==> config.mk <==
export PLATFORM = sky130hd
export DESIGN_NAME = ram_dp_stream_fifo
export DESIGN_NICKNAME = d
export VERILOG_FILES = /design/src/rtl/ram_dp_stream_fifo_pkg.sv /design/src/rtl/ram_dp_stream_obuf.sv /design/src/rtl/ram_dp_stream_fifo.sv
export SDC_FILE = /design/constraint.sdc
export NUM_CORES = 1
export LEC_CHECK = 0
export BUFFER_PORTS_ARGS = -buffer_cell sky130_fd_sc_hd__buf_2
export CAP_MARGIN = 20
export CORE_AREA = 10 10 202 109
export DETAILED_ROUTE_END_ITERATION = 16
export DIE_AREA = 0 0 212 119
export GPL_TIMING_DRIVEN = 0
export SKIP_CTS_REPAIR_TIMING = 1
export SYNTH_ARGS = -nofsm -noshare
export SYNTH_HDL_FRONTEND = slang
export SYNTH_SLANG_ARGS = --single-unit
export TNS_END_PERCENT = 100
==> constraint.sdc <==
create_clock -name clk -period 3.5 [get_ports clk]
set_input_delay 0.525 -clock clk [delete_from_list [all_inputs] [get_ports clk]]
set_output_delay 0.525 -clock clk [all_outputs]
set_load 0.01 [all_outputs]
==> src/rtl/ram_dp_stream_fifo_pkg.sv <==
// Shared sizing constants for the RAM-backed stream FIFO and its output buffer.
package ram_dp_stream_fifo_pkg;
  localparam int FIFO_AW    = 10;
  localparam int FIFO_DEPTH = 1 << FIFO_AW;
  localparam int FIFO_WIDTH = 32;
  localparam int OB_CNT_W   = 2;
  localparam int LEVEL_W    = FIFO_AW + 1;
endpackage

==> src/rtl/ram_dp_stream_obuf.sv <==
// Two-entry output skid buffer fed by RAM read data; head is presented from a register.
// Capture and pop may coincide; occupancy never exceeds two because the parent limits reads in flight.
module ram_dp_stream_obuf
  import ram_dp_stream_fifo_pkg::*;
#(
  parameter int WIDTH = FIFO_WIDTH
) (
  input  logic                clk,
  input  logic                rst_n,
  input  logic                clr,
  input  logic                cap,
  input  logic [WIDTH-1:0]    cap_data,
  input  logic                pop,
  output logic                valid,
  output logic [WIDTH-1:0]    head_data,
  output logic [OB_CNT_W-1:0] cnt
);

  logic [WIDTH-1:0]    ent0;
  logic [WIDTH-1:0]    ent1;
  logic                head;
  logic                tail;
  logic [OB_CNT_W-1:0] cnt_q;
  logic                pop_ok;

  assign valid     = (cnt_q != '0);
  assign pop_ok    = pop & valid;
  assign head_data = head ? ent1 : ent0;
  assign cnt       = cnt_q;

  always_ff @(posedge clk or negedge rst_n) begin
    if (!rst_n) begin
      ent0  <= '0;
      ent1  <= '0;
      head  <= 1'b0;
      tail  <= 1'b0;
      cnt_q <= '0;
    end else if (clr) begin
      head  <= 1'b0;
      tail  <= 1'b0;
      cnt_q <= '0;
    end else begin
      if (cap) begin
        if (tail) ent1 <= cap_data;
        else      ent0 <= cap_data;
        tail <= ~tail;
      end
      if (pop_ok) head <= ~head;
      cnt_q <= cnt_q + OB_CNT_W'(cap) - OB_CNT_W'(pop_ok);
    end
  end

endmodule

==> src/rtl/ram_dp_stream_fifo.sv <==
// Stream FIFO over an external dual-port RAM (A write, B registered-address read); 2-cycle empty latency.
// in_ready drops only on full or clr and never depends combinationally on out_ready.
module ram_dp_stream_fifo
  import ram_dp_stream_fifo_pkg::*;
#(
  parameter int WIDTH = FIFO_WIDTH,
  parameter int AW    = FIFO_AW
) (
  input  logic             clk,
  input  logic             rst_n,
  input  logic             clr,
  input  logic             in_valid,
  input  logic [WIDTH-1:0] in_data,
  output logic             in_ready,
  output logic             out_valid,
  output logic [WIDTH-1:0] out_data,
  input  logic             out_ready,
  output logic [AW:0]      level,
  output logic             weA,
  output logic [AW-1:0]    addrA,
  output logic [WIDTH-1:0] dinA,
  output logic             weB,
  output logic [AW-1:0]    addrB,
  input  logic [WIDTH-1:0] doutB
);

  logic [AW:0]         wr_ptr;
  logic [AW:0]         rd_ptr;
  logic [AW:0]         ram_cnt;
  logic [AW:0]         lvl;
  logic                inflight;
  logic                live;
  logic                push;
  logic                pop;
  logic                issue;
  logic [2:0]          pend;
  logic [OB_CNT_W-1:0] ob_cnt;

  assign ram_cnt = wr_ptr - rd_ptr;
  assign lvl     = ram_cnt + (AW+1)'(inflight) + (AW+1)'(ob_cnt);
  assign level   = lvl;

  // level never exceeds 2**AW, so its top bit alone marks full; live holds in_ready low until the first clocked edge out of reset.
  assign in_ready = live & ~lvl[AW] & ~clr;
  assign push     = in_valid & in_ready;
  assign pop      = out_valid & out_ready & ~clr;

  // Counting this cycle's pop as a free slot lets reads issue every cycle while streaming.
  assign pend  = 3'(ob_cnt) + 3'(inflight);
  assign issue = (ram_cnt != '0) & (pend < (3'(2) + 3'(pop))) & ~clr;

  assign weA   = push;
  assign addrA = wr_ptr[AW-1:0];
  assign dinA  = push ? in_data : '0;
  assign weB   = 1'b0;
  assign addrB = rd_ptr[AW-1:0];

  always_ff @(posedge clk or negedge rst_n) begin
    if (!rst_n) begin
      wr_ptr   <= '0;
      rd_ptr   <= '0;
      inflight <= 1'b0;
      live     <= 1'b0;
    end else begin
      live <= 1'b1;
      if (clr) begin
        wr_ptr   <= '0;
        rd_ptr   <= '0;
        inflight <= 1'b0;
      end else begin
        if (push)  wr_ptr <= wr_ptr + (AW+1)'(1);
        if (issue) rd_ptr <= rd_ptr + (AW+1)'(1);
        inflight <= issue;
      end
    end
  end

  ram_dp_stream_obuf #(.WIDTH(WIDTH)) u_obuf (
    .clk       (clk),
    .rst_n     (rst_n),
    .clr       (clr),
    .cap       (inflight & ~clr),
    .cap_data  (doutB),
    .pop       (pop),
    .valid     (out_valid),
    .head_data (out_data),
    .cnt       (ob_cnt)
  );

endmodule
Word level (Yosys, flattened, before mapping)
Index checks and enable logic that the tools add are counted.

word-level totals
  logic and storage cells = 52
  output and inout port bits = 99
  register bits after elaboration = 92

operators by class
  reductions and logical operators = 8
  bitwise operators = 13
  add/sub/neg operators = 9
  order comparisons = 1
  muxes and demuxes = 12

operators by type and width
  cell                   number
  $mux 32                2
  $mux 11                4
  $add 11x1->11 const B  2
  $add 11x1->11          1
  $add 11x2->11          1
  $reduce_bool 11->1     1
  $sub 11x11->11         1
  $reduce_bool 2->1      5
  $and 1x1->1            9
  $reduce_and 3->1       2
  $mux 1                 5
  $not 1->1              4
  $add 2x1->3            1
  $add 2x1->3 const A    1
  $lt 3x3->1             1
  $add 2x1->2            1
  $mux 2                 1
  $sub 2x1->2            1

Depth between registers and ports, before layout
  depth after elaboration = 9
  gate-level depth with buffers = 14
  gate-level depth less buffers = 13

Hierarchy
A second synthesis with hierarchy kept.

unflattened totals
  cell total of the unflattened synthesis = 503
  area total of the unflattened synthesis = 5539.1 um^2

by module, submodules not included
  module              instances  area each (um^2)  seq. area each (um^2)  cells an instance
  ram_dp_stream_obuf  1          3009.1            1701.6                 190
  ram_dp_stream_fifo  1          2529.9            600.6                  313

Worst setup path before layout
Ideal clock, no wire load.

  path type = register -> output
  start point = register wr_ptr[0]
  end point = output port dinA[22]
  path buffers = 2
  arrival = 3218 ps
  cell stages (with the launch flop) = 14
  path slack = -243 ps
  path through = dfrtp_1 -> inv_1 -> ha_1 -> inv_1 -> fa_1 -> inv_1 -> fa_1 -> nor2b_1 -> nand4_2 -> or4_4 -> buf_6 -> a21oi_4 -> buf_6 -> and2_1

on the way
  word-level cells in the longest chain between the ends = 8

RTL lines
  element                    RTL line                  RTL
  from (decl)                ram_dp_stream_fifo.sv:27  logic [AW:0] wr_ptr;
  from (signal assigned)     ram_dp_stream_fifo.sv:71  if (push) wr_ptr <= wr_ptr + (AW+1)'(1);
  $sub 11x11->11             ram_dp_stream_fifo.sv:39  assign ram_cnt = wr_ptr - rd_ptr;
  $add 11x1->11              ram_dp_stream_fifo.sv:40  assign lvl = ram_cnt + (AW+1)'(inflight) + (AW+1)'(ob_cnt);
  $add 11x2->11              ram_dp_stream_fifo.sv:40
  $not 1->1                  ram_dp_stream_fifo.sv:44  assign in_ready = live & ~lvl[AW] & ~clr;
  $and 1x1->1 (2 in series)  ram_dp_stream_fifo.sv:44
  $and 1x1->1                ram_dp_stream_fifo.sv:45  assign push = in_valid & in_ready;
  net weA                    ram_dp_stream_fifo.sv:19  output logic weA,
  $mux 32                    ram_dp_stream_fifo.sv:54  assign dinA = push ? in_data : '0;
  to (decl)                  ram_dp_stream_fifo.sv:21  output logic [WIDTH-1:0] dinA,

The timed path passes the listed nets, and every way through them passes these cells.

Worst setup path after layout
  start point = register wr_ptr[0]
  end point = output port dinA[4]

on the way
  word-level cells in the longest chain between the ends = 8

RTL lines
  element                    RTL line
  $sub 11x11->11             ram_dp_stream_fifo.sv:39
  $add 11x1->11              ram_dp_stream_fifo.sv:40
  $add 11x2->11              ram_dp_stream_fifo.sv:40
  $not 1->1                  ram_dp_stream_fifo.sv:44
  $and 1x1->1 (2 in series)  ram_dp_stream_fifo.sv:44
  $and 1x1->1                ram_dp_stream_fifo.sv:45
  $mux 32                    ram_dp_stream_fifo.sv:54

Every way passes these cells.

==> reports/summary.txt <==
Status: complete, but fails checks
Failing checks: negative setup slack
Worst Setup Slack, final: -0.660 ns
Clk pin slew, worst setup/hold paths: 0.07 ns
Slew margin rel.: 46.5%
Post-route setup TNS: -21.28 ns
Pin count of the biggest net entering global routing: 55
Worst path slowest cell: fa_1
Startpoint type of the worst setup path: flip-flop
Worst min path class: in -> async
CP max stage delay: 0.52 ns
Leading area contributor after synthesis: dfrtp_1
Comb pwr share: 50.7%
Final Setup Violations: 35
Post-route ant nets: 0
GRT met3 Usage: 4.45%
Total number of vias: 4228
Sequential area share after synthesis: 42.2%
Die Y: 119 um
Post-synth EDFFs: 0
# IOs: 168
Capturing element type of the critical path: primary output
Critical path arrival: 3.64 ns
Worst vdd rail ir drop: 0.000278 V
Drc violations: 0
Clk Latency, worst-skew pair: 0.35 ns
First DRT Iteration DRCs: 251
Ys async rst share: 100%
Crit path cell chain: inv_2 -> ha_4 -> inv_2 -> fa_1 -> inv_1 -> fa_2 -> nor2b_4 -> nand4_4 -> or4_4 -> buf_12 -> a21oi_4 -> buf_12 -> buf_4 -> and2_1 -> buf_2
Worst path bufs/invs: 7
# rows: 36
PortBufs: 165
Min cycle time layout: 4.16 ns
CP delay by family, top: adder cells
CTS tree: yes
Leakage: 3.47 nW
Met1 Use GR: 18.9%
Total Nets Final: 785
First-pass DRT Iterations: 4
Placer Congestion: 0.817
Launch point of the worst path: wr_ptr[0]$_DFFE_PN0P_
CTS Buf Count: 9
H-tree level count: 3
Synth top area share: 42.2%
Vias in the first global route: 4213
Share of layout cells above drive strength 1: 54.9%
Initial antenna violation count: 0
Final Max Tran Viols: 0
Pwr dens: 740 nW/um2
Internal: 3.49 mW
Drt wl/cell: 16.8 um
Core area: 18800 um2
Max_cap viols: 0
Area Growth Syn to Fin: 36.2%
Final hold vios: 0
Synth area leaders: dfrtp_1 42%, mux2_2 20%, and2_1 3.9%
P_sw: 2.01 mW
Total GRT Usage: 12.4%
Ys Warns: 0
Die area: 25200 um2
Syn_area_per_cell: 11.0 um2
Syn_nets: 586
RR Startpoint: wr_ptr[0]$_DFFE_PN0P_
Sw Share: 36.6%
DP HPWL: 12500 um
Worst-Margin Slew: 0.803 ns
Root buf cell: clkbuf_16
Die outline width: 212 um
CP Max Fanout: 7
CP Class: reg -> out
CP required: 2.97 ns
Synth Cell Area: 5450 um2
Pwr Total: 5.50 mW
Initial core utilization: 29.0%
Pre-CTS WS: -0.517 ns
RSZ-0062 raised after global routing: yes
CTS Buffer Depth: 2
Most common cell after layout, fill and taps aside: buf_2
First-pass GRT wire length: 24700 um
Met2 Usage GRT: 16.1%
Most frequent cells in the layout: 150 x buf_2, 96 x mux2_2, 86 x dfrtp_1
Synthesized flop and latch total: 92
DP Area: 6650 um2
Final core utilization: 39.5%
Finished layout cell area: 7430 um2
Most used DFF post-synth: dfrtp_1
Most used routing layer: met1
Synth cell types: 54
# diodes: 0
Clock sink count: 92
Skew final: 0.00541 ns
Vias per std cell: 4.46
Routed wire length: 16000 um
Clock share of power: 18.6%
Seq pwr share: 30.7%
Cells after Synth: 497
Total grt overflow: 0
Fin crit share: 119%
Fmax: 0.240 GHz
-- logic make-up (layout without fill, tap and decap cells) --
| family | after synthesis | in the layout | synth area share (%) |
|---|---|---|---|
| AOI/OAI and AO/OA | 44 | 44 | 6.38 |
| xor gates and xnor gates | 32 | 32 | 5.28 |
| adders and majority gates | 20 | 20 | 5.00 |
| buffers and inverters | 64 | 268 | 6.40 |
| DFF | 92 | 92 | 42.2 |
| muxes | 99 | 99 | 20.6 |
| other | 2 | 2 | 0.138 |
| and+or+nand+nor | 144 | 144 | 14.0 |
-- final timing paths --
kind / endpoint / slack, ns / depth (start not counted)
setup / recovery: dinA[4] / -0.66 / 15
hold / removal: u_obuf.cnt[1]$_DFF_PN0_ / 0.16 / 1
setup reg to reg: wr_ptr[10]$_DFFE_PN0P_ / 0.04 / 15
hold reg to reg: u_obuf.ent1[13]$_DFFE_PN0P_ / 0.50 / 1
max in group asynchronous: u_obuf.ent0[12]$_DFFE_PN0P_ / 2.68 / 2
min in group clk: u_obuf.ent1[17]$_DFFE_PN0P_ / 0.42 / 2
-- routing by layer --
layer / part of all wire [%] / routed length, um / vias up
li1: - / - / 2090
met1: 52 / 8230 / 2033
met2: 41 / 6540 / 99
met3: 7.1 / 1130 / 6
met4: 0.45 / 72 / 0
met5: 0 / 0 / -
-- sequential cells by signal, summed over array words and instances, names as in the netlist --
register,count
live,1
u_obuf.ent0,32
inflight,1
u_obuf.ent1,32
wr_ptr,11
rd_ptr,11
u_obuf.tail,1
u_obuf.cnt,2
u_obuf.head,1
-- power groups by stage --
stage | registers (mW) | clock network (mW) | logic (mW)
2_1_floorplan | 1.64 | 0 | 1.73
3_3_place_gp | 1.70 | 0 | 2.54
3_5_place_dp | 1.71 | 0 | 2.56
4_1_cts | 1.69 | 1.06 | 2.57
5_1_grt | 1.74 | 1.11 | 3.07
6_report | 1.69 | 1.02 | 2.79
-- worst register-to-register path, cell delays in order (launching register included) --
cell and delay (ns):
dfrtp_2 0.43, inv_2 0.08, ha_4 0.14, inv_2 0.03
fa_1 0.52, inv_1 0.07, fa_2 0.37, nor2b_4 0.20
nand4_4 0.18, or4_4 0.47, buf_12 0.15, buf_4 0.13
buf_6 0.12, nand2_8 0.09, nand3_2 0.08, mux2_4 0.31
-- layout make-up --
| type | count | area [um2] |
|---|---|---|
| multi-input cells | 341 | 3000 |
| repair buffers | 189 | 1130 |
| fillers | 1799 | 11400 |
| inverters | 24 | 90.1 |
| flip-flops and latches | 92 | 2310 |
| well taps | 247 | 309 |
| clock buffers | 12 | 256 |
| plain buffers | 39 | 272 |
| clock inverters | 4 | 55.1 |
-- through the flow --
| step | std cells | hold WS [ns] |
|---|---|---|
| after CTS | 926 | 0.165 |
| after detailed placement | 910 | 0.488 |
| after global placement | 909 | 0.484 |
| final | 948 | 0.159 |
| after floorplan | 497 | 0.229 |
| after global routing | 948 | 0.179 |
-- synth_stat cells, types with 2 or more instances --
| library cell | instances |
|---|---|
| mux2_2 | 96 |
| dfrtp_1 | 92 |
| and2_1 | 34 |
| nor2_1 | 33 |
| inv_1 | 24 |
| xnor2_1 | 24 |
| buf_4 | 21 |
| nand2_1 | 19 |
| nand3_1 | 18 |
| ha_1 | 17 |
| clkbuf_1 | 13 |
| a21oi_1 | 12 |
| nor2b_1 | 8 |
| nor3_1 | 7 |
| xor2_1 | 7 |
| nor4_1 | 6 |
| a211oi_1 | 5 |
| nand2b_1 | 5 |
| buf_6 | 4 |
| a21o_1 | 3 |
| a31o_2 | 3 |
| fa_1 | 3 |
| a211oi_2 | 2 |
| a21boi_1 | 2 |
| and3_1 | 2 |
| buf_1 | 2 |
| conb_1 | 2 |
| mux2_4 | 2 |
| nand4_1 | 2 |
| nor3b_1 | 2 |
| o211a_1 | 2 |
| o21a_1 | 2 |
| o31ai_1 | 2 |
(Power assumes the default switching activity.)
